===== src/rtl/spi_cfg_pkg.sv =====
// Shared types and default constants for the serial configuration register file.
// Latency: n/a (package only).
// Backpressure: n/a; the serial master owns the pace of every frame.
package spi_cfg_pkg;

  // Frame receiver states.
  typedef enum logic [1:0] {
    IDLE   = 2'd0,
    HEADER = 2'd1,
    DATA   = 2'd2,
    DONE   = 2'd3
  } spi_state_e;

  // Value of the R/W header bit that marks a read frame.
  localparam logic SPI_RW_READ = 1'b1;

  // Default geometry.
  localparam int SPI_ADDR_W_DEF   = 7;
  localparam int SPI_DATA_W_DEF   = 8;
  localparam int SPI_NUM_REGS_DEF = 4;

  // Total bits in a complete frame: R/W bit, address field, data field.
  function automatic int spi_frame_bits(input int addr_w, input int data_w);
    return addr_w + data_w + 1;
  endfunction

endpackage


===== src/rtl/spi_frame_rx.sv =====
// Serial frame receiver: framing FSM, bit counter and input shift register.
// Latency: commit/hdr_done are combinational for the edge that captures the last data/header bit.
// Backpressure: none; bits are accepted on every sclk rising edge while cs_n is low.
//
// Ports:
//   sclk, rstn      clock and async active-low reset
//   cs_n, serial_in frame select (active low) and serial data, MSB first
//   rw, addr, data  decoded frame fields, valid while commit or hdr_done is high
//   commit          high in the cycle whose rising edge captures the last data bit
//   hdr_done        high in the cycle whose rising edge captures the last header bit
//   data_phase      high in cycles whose rising edge captures a data bit
//   bit_cnt         bits received in the current frame, saturating at a full frame
module spi_frame_rx
  import spi_cfg_pkg::*;
#(
  parameter int ADDR_W = SPI_ADDR_W_DEF,
  parameter int DATA_W = SPI_DATA_W_DEF,
  parameter int CNT_W  = $clog2(ADDR_W + DATA_W + 2)
) (
  input  logic              sclk,
  input  logic              rstn,
  input  logic              cs_n,
  input  logic              serial_in,
  output logic              rw,
  output logic [ADDR_W-1:0] addr,
  output logic [DATA_W-1:0] data,
  output logic              commit,
  output logic              hdr_done,
  output logic              data_phase,
  output logic [CNT_W-1:0]  bit_cnt
);

  localparam int FRAME_W = spi_frame_bits(ADDR_W, DATA_W);

  // Count values seen just before the edge that captures the last header
  // bit, the last data bit, respectively.
  localparam logic [CNT_W-1:0] HDR_LAST   = CNT_W'(ADDR_W);
  localparam logic [CNT_W-1:0] FRAME_LAST = CNT_W'(FRAME_W - 1);

  spi_state_e               state_q, state_d;
  logic [CNT_W-1:0]         cnt_q, cnt_d;
  // One bit shorter than a frame: the final bit is taken straight from
  // serial_in when the frame completes, so it never needs storing.
  logic [FRAME_W-2:0]       shift_q, shift_d;
  logic [FRAME_W-1:0]       shift_nxt;
  logic [ADDR_W:0]          hdr_bits;

  assign shift_nxt = {shift_q, serial_in};

  always_comb begin
    state_d  = state_q;
    cnt_d    = cnt_q;
    shift_d  = shift_q;
    hdr_done = 1'b0;
    commit   = 1'b0;
    if (cs_n) begin
      state_d = IDLE;
      cnt_d   = '0;
      shift_d = '0;
    end else if (state_q != DONE) begin
      shift_d = shift_nxt[FRAME_W-2:0];
      cnt_d   = cnt_q + CNT_W'(1);
      if (cnt_q == HDR_LAST) begin
        hdr_done = 1'b1;
        state_d  = DATA;
      end else if (cnt_q == FRAME_LAST) begin
        commit  = 1'b1;
        state_d = DONE;
      end else if (state_q == IDLE) begin
        state_d = HEADER;
      end
    end
  end

  // At hdr_done the header sits in the low bits of the incoming word; at
  // commit it sits above the data field.
  always_comb begin
    hdr_bits = shift_nxt[FRAME_W-1:DATA_W];
    if (hdr_done) begin
      hdr_bits = shift_nxt[ADDR_W:0];
    end
  end

  assign rw         = hdr_bits[ADDR_W];
  assign addr       = hdr_bits[ADDR_W-1:0];
  assign data       = shift_nxt[DATA_W-1:0];
  assign data_phase = !cs_n && (state_q == DATA);
  assign bit_cnt    = cnt_q;

  always_ff @(posedge sclk or negedge rstn) begin
    if (!rstn) begin
      state_q <= IDLE;
      cnt_q   <= '0;
      shift_q <= '0;
    end else begin
      state_q <= state_d;
      cnt_q   <= cnt_d;
      shift_q <= shift_d;
    end
  end

endmodule


===== src/rtl/spi_cfg_regfile.sv =====
// Serial-loaded configuration register file with write strobe and optional readback.
// Latency: a write lands on regs_out at the edge capturing the last data bit; wr_stb follows for one cycle.
// Backpressure: none; the serial master paces frames, and out-of-range/aborted/read frames are dropped.
//
// Ports:
//   sclk, rstn   clock and async active-low reset
//   cs_n         frame select, active low
//   serial_in    serial data, MSB first: R/W bit, address, data
//   serial_out   readback data during a read frame's data phase, otherwise 0
//   regs_out     flat register image, register k at [k*DATA_W +: DATA_W]
//   wr_stb       one-cycle pulse after a committed write
//   wr_addr      address of the last committed write
//   bit_cnt      bits received in the current frame
//
// Build option: define SPI_CFG_READBACK_EN to enable serial readback;
// without it serial_out is tied low and read frames are discarded.
module spi_cfg_regfile
  import spi_cfg_pkg::*;
#(
  parameter int ADDR_W   = SPI_ADDR_W_DEF,
  parameter int DATA_W   = SPI_DATA_W_DEF,
  parameter int NUM_REGS = SPI_NUM_REGS_DEF,
  parameter logic [NUM_REGS*DATA_W-1:0] RST_VAL = '0
) (
  input  logic                               sclk,
  input  logic                               rstn,
  input  logic                               cs_n,
  input  logic                               serial_in,
  output logic                               serial_out,
  output logic [NUM_REGS*DATA_W-1:0]         regs_out,
  output logic                               wr_stb,
  output logic [ADDR_W-1:0]                  wr_addr,
  output logic [$clog2(ADDR_W+DATA_W+2)-1:0] bit_cnt
);

  localparam int CNT_W = $clog2(ADDR_W + DATA_W + 2);
  localparam logic [ADDR_W:0] NUM_REGS_LIM = (ADDR_W + 1)'(NUM_REGS);

  logic              rx_rw;
  logic [ADDR_W-1:0] rx_addr;
  logic [DATA_W-1:0] rx_data;
  logic              rx_commit;
  logic              rx_hdr_done;
  logic              rx_data_phase;
  logic              addr_in_range;
  logic              wr_ok;

  logic [DATA_W-1:0] regs_q [NUM_REGS];
  logic [DATA_W-1:0] regs_d [NUM_REGS];
  logic              wr_stb_q, wr_stb_d;
  logic [ADDR_W-1:0] wr_addr_q, wr_addr_d;

  spi_frame_rx #(
    .ADDR_W (ADDR_W),
    .DATA_W (DATA_W),
    .CNT_W  (CNT_W)
  ) u_rx (
    .sclk       (sclk),
    .rstn       (rstn),
    .cs_n       (cs_n),
    .serial_in  (serial_in),
    .rw         (rx_rw),
    .addr       (rx_addr),
    .data       (rx_data),
    .commit     (rx_commit),
    .hdr_done   (rx_hdr_done),
    .data_phase (rx_data_phase),
    .bit_cnt    (bit_cnt)
  );

  // Zero-extend so the compare is safe even when NUM_REGS == 2**ADDR_W.
  assign addr_in_range = ({1'b0, rx_addr} < NUM_REGS_LIM);
  assign wr_ok         = rx_commit && (rx_rw != SPI_RW_READ) && addr_in_range;

  always_comb begin
    regs_d    = regs_q;
    wr_stb_d  = 1'b0;
    wr_addr_d = wr_addr_q;
    if (wr_ok) begin
      wr_stb_d  = 1'b1;
      wr_addr_d = rx_addr;
    end
    for (int k = 0; k < NUM_REGS; k++) begin
      if (wr_ok && (rx_addr == ADDR_W'(k))) begin
        regs_d[k] = rx_data;
      end
    end
  end

  always_ff @(posedge sclk or negedge rstn) begin
    if (!rstn) begin
      for (int k = 0; k < NUM_REGS; k++) begin
        regs_q[k] <= RST_VAL[k*DATA_W +: DATA_W];
      end
      wr_stb_q  <= 1'b0;
      wr_addr_q <= '0;
    end else begin
      regs_q    <= regs_d;
      wr_stb_q  <= wr_stb_d;
      wr_addr_q <= wr_addr_d;
    end
  end

  for (genvar g = 0; g < NUM_REGS; g++) begin : g_flat
    assign regs_out[g*DATA_W +: DATA_W] = regs_q[g];
  end

  assign wr_stb  = wr_stb_q;
  assign wr_addr = wr_addr_q;

`ifdef SPI_CFG_READBACK_EN
  logic [DATA_W-1:0] rd_word;
  logic [DATA_W-1:0] rd_shift_q, rd_shift_d;

  // Out-of-range addresses match no register and read back as zero.
  always_comb begin
    rd_word = '0;
    for (int k = 0; k < NUM_REGS; k++) begin
      if (rx_addr == ADDR_W'(k)) begin
        rd_word = regs_q[k];
      end
    end
  end

  // Loaded at the last header edge so the MSB is ready for the first data
  // edge; every data edge then advances one bit, back-filling zeros so the
  // line is low once the last data bit has gone out.
  always_comb begin
    rd_shift_d = rd_shift_q;
    if (cs_n) begin
      rd_shift_d = '0;
    end else if (rx_hdr_done) begin
      rd_shift_d = (rx_rw == SPI_RW_READ) ? rd_word : '0;
    end else if (rx_data_phase) begin
      rd_shift_d = rd_shift_q << 1;
    end
  end

  always_ff @(posedge sclk or negedge rstn) begin
    if (!rstn) begin
      rd_shift_q <= '0;
    end else begin
      rd_shift_q <= rd_shift_d;
    end
  end

  assign serial_out = rd_shift_q[DATA_W-1];
`else
  logic unused_rd;
  assign unused_rd  = ^{rx_hdr_done, rx_data_phase};
  assign serial_out = 1'b0;
`endif

endmodule


===== config.mk =====
export PLATFORM = sky130hd
export DESIGN_NAME = spi_cfg_regfile
export DESIGN_NICKNAME = d
export VERILOG_FILES = /design/src/rtl/spi_cfg_pkg.sv /design/src/rtl/spi_frame_rx.sv /design/src/rtl/spi_cfg_regfile.sv
export SDC_FILE = /design/constraint.sdc
export NUM_CORES = 1
export LEC_CHECK = 0
export CAP_MARGIN = 20
export CELL_PAD_IN_SITES_DETAIL_PLACEMENT = 0
export CELL_PAD_IN_SITES_GLOBAL_PLACEMENT = 1
export CORE_UTILIZATION = 41
export CTS_CLUSTER_SIZE = 20
export DETAILED_ROUTE_END_ITERATION = 8
export GPL_TIMING_DRIVEN = 0
export MAX_ROUTING_LAYER = met4
export PLACE_DENSITY = 0.88
export SYNTH_ARGS = -nofsm -noshare
export SYNTH_HDL_FRONTEND = slang
export SYNTH_HIERARCHICAL = 1
export SYNTH_SLANG_ARGS = --single-unit

===== constraint.sdc =====
create_clock -name sclk -period 3.1 [get_ports sclk]
set_clock_uncertainty 0.15 [all_clocks]
set_input_delay 0.465 -clock sclk [delete_from_list [all_inputs] [get_ports sclk]]
set_output_delay 0.465 -clock sclk [all_outputs]
set_load 0.02 [all_outputs]

Word level (Yosys, flattened, before mapping)

Index checks and enable logic that the tools add are counted.

Register bits: 62
Logic and storage cells: 47
Output and inout port bits: 46
Bits of input ports: 4

Multiplexer cells: 18
Add/subtract/negate cells: 1
$lt $le $gt $ge: 1
Equal/unequal tests: 6
Reduce and logical (&&, ||, !) cells: 11
Bitwise gates (word level): 1

Operators with widths:

| operator              | count |
|---|---|
| $mux W15              | 2 |
| $eq A7 B2 Y1 const B  | 2 |
| $mux W2               | 5 |
| $mux W5               | 2 |
| $mux W1               | 8 |
| $mux W8               | 1 |
| $eq A7 B1 Y1 const B  | 1 |
| $logic_not A7 Y1      | 1 |
| $lt A7 B3 Y1 const B  | 1 |
| $logic_and A1 B1 Y1   | 6 |
| $add A5 B1 Y5 const B | 1 |
| $eq A5 B3 Y1 const B  | 1 |
| $eq A5 B4 Y1 const B  | 1 |
| $reduce_bool A4 Y1    | 1 |
| $logic_not A2 Y1      | 1 |
| $ne A2 B2 Y1 const B  | 1 |
| $reduce_and A2 Y1     | 1 |
| $reduce_bool A2 Y1    | 1 |
| $not A1 Y1            | 1 |

Logic depth before layout (Yosys ltp)

Depth in word-level cells: 9
Mapped depth: 8
Depth with buffers taken out: 7

By module

Netlist, hierarchy kept.

Modules (own cells, without submodules):

| module          | times used | cells each | area each (sq um) | sequential area each (sq um) |
|---|---|---|---|---|
| spi_cfg_regfile | 1          | 90         | 1,524.0           | 1,001.0 |
| spi_frame_rx    | 1          | 121        | 1,147.4           | 550.5 |

Worst setup path before layout

OpenSTA, ideal clock, no wires.

Path type: reg-to-reg
From: register u_rx.cnt_q[0], in the netlist u_rx/bit_cnt[0]
To: register regs_q, in the netlist regs_out[16]
Cell stages (with the launch flop): 9
Setup slack: 0.133 ns
Path buffers: 1
Setup time: 0.125 ns
Period minus slack after synthesis: 2.967 ns
Arrival time: 2.692 ns
Required time: 2.825 ns
Cell sequence: dfrtp_1 ha_1 nand4bb_1 or3_1 buf_6 mux2_4 nor4_4 nand4b_2 mux2_2

Elaborated cells between the ends (all ways): 16
Classes of those cells: order compare: 1; eq/ne: 3; mux: 8; bitwise: 1; reduce/logical: 3

RTL lines:

| element                       | line                  | source |
|---|---|---|
| start, declared               | spi_frame_rx.sv:41    | `logic [CNT_W-1:0] cnt_q, cnt_d;` |
| start signal, assigned        | spi_frame_rx.sv:97    | `cnt_q <= cnt_d;` |
| $eq A5 B3 Y1 (*)              | spi_frame_rx.sv:63    | `if (cnt_q == HDR_LAST) begin` |
| $mux W1 (*)                   | spi_frame_rx.sv:63    |  |
| $mux W1 (*)                   | spi_frame_rx.sv:60    | `end else if (state_q != DONE) begin` |
| $mux W1 (*)                   | spi_frame_rx.sv:56    | `if (cs_n) begin` |
| $mux W8 (*)                   | spi_frame_rx.sv:79    | `if (hdr_done) begin` |
| named net rx_addr[6]          | spi_cfg_regfile.sv:40 | `logic [ADDR_W-1:0] rx_addr;` |
| $lt A7 B3 Y1                  | spi_cfg_regfile.sv:72 | `assign addr_in_range = ({1'b0, rx_addr} < NUM_REGS_LIM);` |
| $logic_and A1 B1 Y1           | spi_cfg_regfile.sv:73 | `assign wr_ok = rx_commit && (rx_rw != SPI_RW_READ) && addr_in_range;` |
| $logic_and A1 B1 Y1 (*)       | spi_cfg_regfile.sv:84 | `if (wr_ok && (rx_addr == ADDR_W'(k))) begin` |
| end signal, assigned by index | spi_cfg_regfile.sv:93 | `regs_q[k] <= RST_VAL[k*DATA_W +: DATA_W];` |
| end signal, assigned          | spi_cfg_regfile.sv:98 | `regs_q <= regs_d;` |
| end, declared                 | spi_cfg_regfile.sv:48 | `logic [DATA_W-1:0] regs_q [NUM_REGS];` |

The timed path passes the listed nets; every way through them passes the cells marked *.
A chain may end at the register's enable or synchronous reset.

Worst setup path after layout

From: register u_rx.cnt_q[0], in the netlist u_rx/bit_cnt[0]
To: register regs_q, in the netlist regs_out[11]

The elaborated chain is that of the path after synthesis.

==> out/metrics.cfg <==
[status]
status = complete, no violations

[detailed_routing]
ant_nets = 0
drc = 0
wl_per_cell_um = 14.8
wl_um = 5210
vias = 1738
viasPerCell = 4.94
drtIter0Drc = 96
dr.pass1.iters = 4

[global_routing]
use_met2 = 0.280
grt_pass1_wl_um = 8590
grt_use_total = 0.183
antenna_found_initial = 0
grt_pass1_vias = 1728
use_met1 = 0.221
grt_max_degree = 34
grt.met3_usage = 0.0462
grt.busiest_layer = met2
gr-total-overflow = 0

[power_and_ir_drop]
power_density_nw_per_um2 = 429
power.total_mw = 1.50
peakVddDrop_v = 0.000265
leakage_nw = 1.64

[place]
port_buffers = 47
gp_congestion = 0.798
dp_slack_ns = -0.135
dp_hpwl_um = 3600

[sta]
relSlewSlack = 0.531
worstMarginPinSlew_ns = 0.704
period_share = 0.958
slew_violations = 0
fmaxAchievable_mhz = 337
setup_slack_ns = 0.130
setup_viol = 0
final_hold_viol_count = 0
finalWorstPathRequiredPeriod_ns = 2.97

[synthesis]
syn-instance-count = 209
yosysWarnings = 6
synth_area_per_cell_um2 = 12.7
syn_area_um2 = 2660
synth_nets = 215

[clocking]
worstSkewPairLatency_ns = 0.34
cts_tree = built
cts_buffers = 9
cts_buffer_depth = 2
cts.sinks = 62
clk_pin_slew_worst_paths_ns = 0.06
htree_levels = 3
cts-root-buf = clkbuf_8

[floorplanning]
start_util = 0.437
dieWidth_um = 82.6
rows = 28
core_area_um2 = 6100
ios = 50
dieArea_um2 = 6820
die_height_um = 82.6

[final_layout]
antenna-diode-count = 0
syn_to_final_growth_pct = 31.6
fill_cells = 513
fin_nets = 279
drive_gt1_frac = 0.285

[worst_setup_path]
crit_type = reg -> reg
worstPathMaxFanout = 8
cp.required_ns = 3.17
cp.arrival_ns = 3.04
path_cells = ha_1, nand4bb_1, or3_1, buf_6, mux2_4, nor4_4, buf_6, nand4b_4, mux2_2
start_kind = flip-flop
crit_slowest_cell = or3_1
end_kind = flip-flop
slowest_delay_ns = 0.40
crit_top_cell = buf_6

[worst_hold_path]
hp-class = in -> async

[run]
drv_cap = 0

-- layout make-up --
class / count / area, µm² / share of cell area
sequential: 62 / 1550 / 0.443
multi-input combinational: 127 / 1030 / 0.293
timing repair buffer: 53 / 539 / 0.154
clock buffer: 14 / 163 / 0.0464
buffer: 17 / 113 / 0.0321
tap: 75 / 93.8 / 0.0268
inverter: 3 / 11.3 / 0.00321
clock inverter: 1 / 5.00 / 0.00143
-- final timing paths --
path	startpoint	to	slack (ns)	cells after the start
worst max-delay path	u_rx/bit_cnt[0]	regs_out[11]	0.13	9
worst min register to register	wr_addr[3]	wr_addr[3]	0.33	1
worst min-delay path	rstn	u_rx/bit_cnt[4]	0.03	1
max in group asynchronous	rstn	u_rx/shift_q[13]	2.16	2
min in group sclk	cs_n	u_rx/state_q[1]	0.27	2
worst max register to register	u_rx/bit_cnt[0]	regs_out[11]	0.13	9
-- layer usage --
layer | routed length [µm] | share of wire
met3 | 246 | 0.047
met4 | 124 | 0.024
met1 | 2280 | 0.44
met5 | 0 | 0
met2 | 2570 | 0.49
-- registers in the layout, indices dropped and copies added, names as in the netlist --
name / cells
regs_out: 32
u_rx/bit_cnt: 5
u_rx/shift_q: 15
u_rx/state_q: 2
wr_addr: 7
wr_stb: 1
-- critical path, delay by kind of cell (launching register included) --
| family | cells | cell delay (ns) |
|---|---|---|
| simple gates | 4 | 1.10 |
| fa+ha+maj | 1 | 0.20 |
| buf+inv | 2 | 0.34 |
| mux | 2 | 0.65 |
| flops | 1 | 0.39 |
-- layout by cell type (no fill, tap or decap), types with 2 or more instances in the layout --
cell type,n
and2_1,5
buf_12,2
a21oi_1,19
buf_4,12
inv_1,3
xnor2_1,2
o21ai_0,2
nand2_1,34
nor2_1,5
or3_1,2
clkbuf_8,11
ha_1,2
clkbuf_1,9
nand4b_4,2
mux2_4,8
mux2_2,34
dfrtp_1,62
clkdlybuf4s50_1,46
buf_6,3
-- per-stage QoR --
step                      instances  area, µm²  hold WS, ns  TNS (ns)  utilization
after global placement          331       3230        0.318    -35.97        0.529
final                           352       3500       0.0282         0        0.575
after global routing            352       3500       0.0733   -0.0131        0.575
after floorplan                 209       2660       0.0194         0            -
after CTS                       348       3460       0.0368         0        0.567
after detailed placement        332       3240        0.320     -2.09        0.532
-- where the power goes --
group,switching (mW),internal [mW],leakage (nW),total [mW]
registers,0.00703,0.816,0.860,0.823
clock network,0.283,0.329,0.0865,0.612
logic,0.0401,0.0265,0.692,0.0666
total,0.330,1.17,1.64,1.50
-- what timing repair did --
item,4_1_cts,5_1_grt
gates resized for setup,5,1
pin swaps,1,2
hold buffers,0,0
buffers inserted,1,4
setup endpoints to repair,32,37
Note: power is estimated with default switching activity, not from simulation.
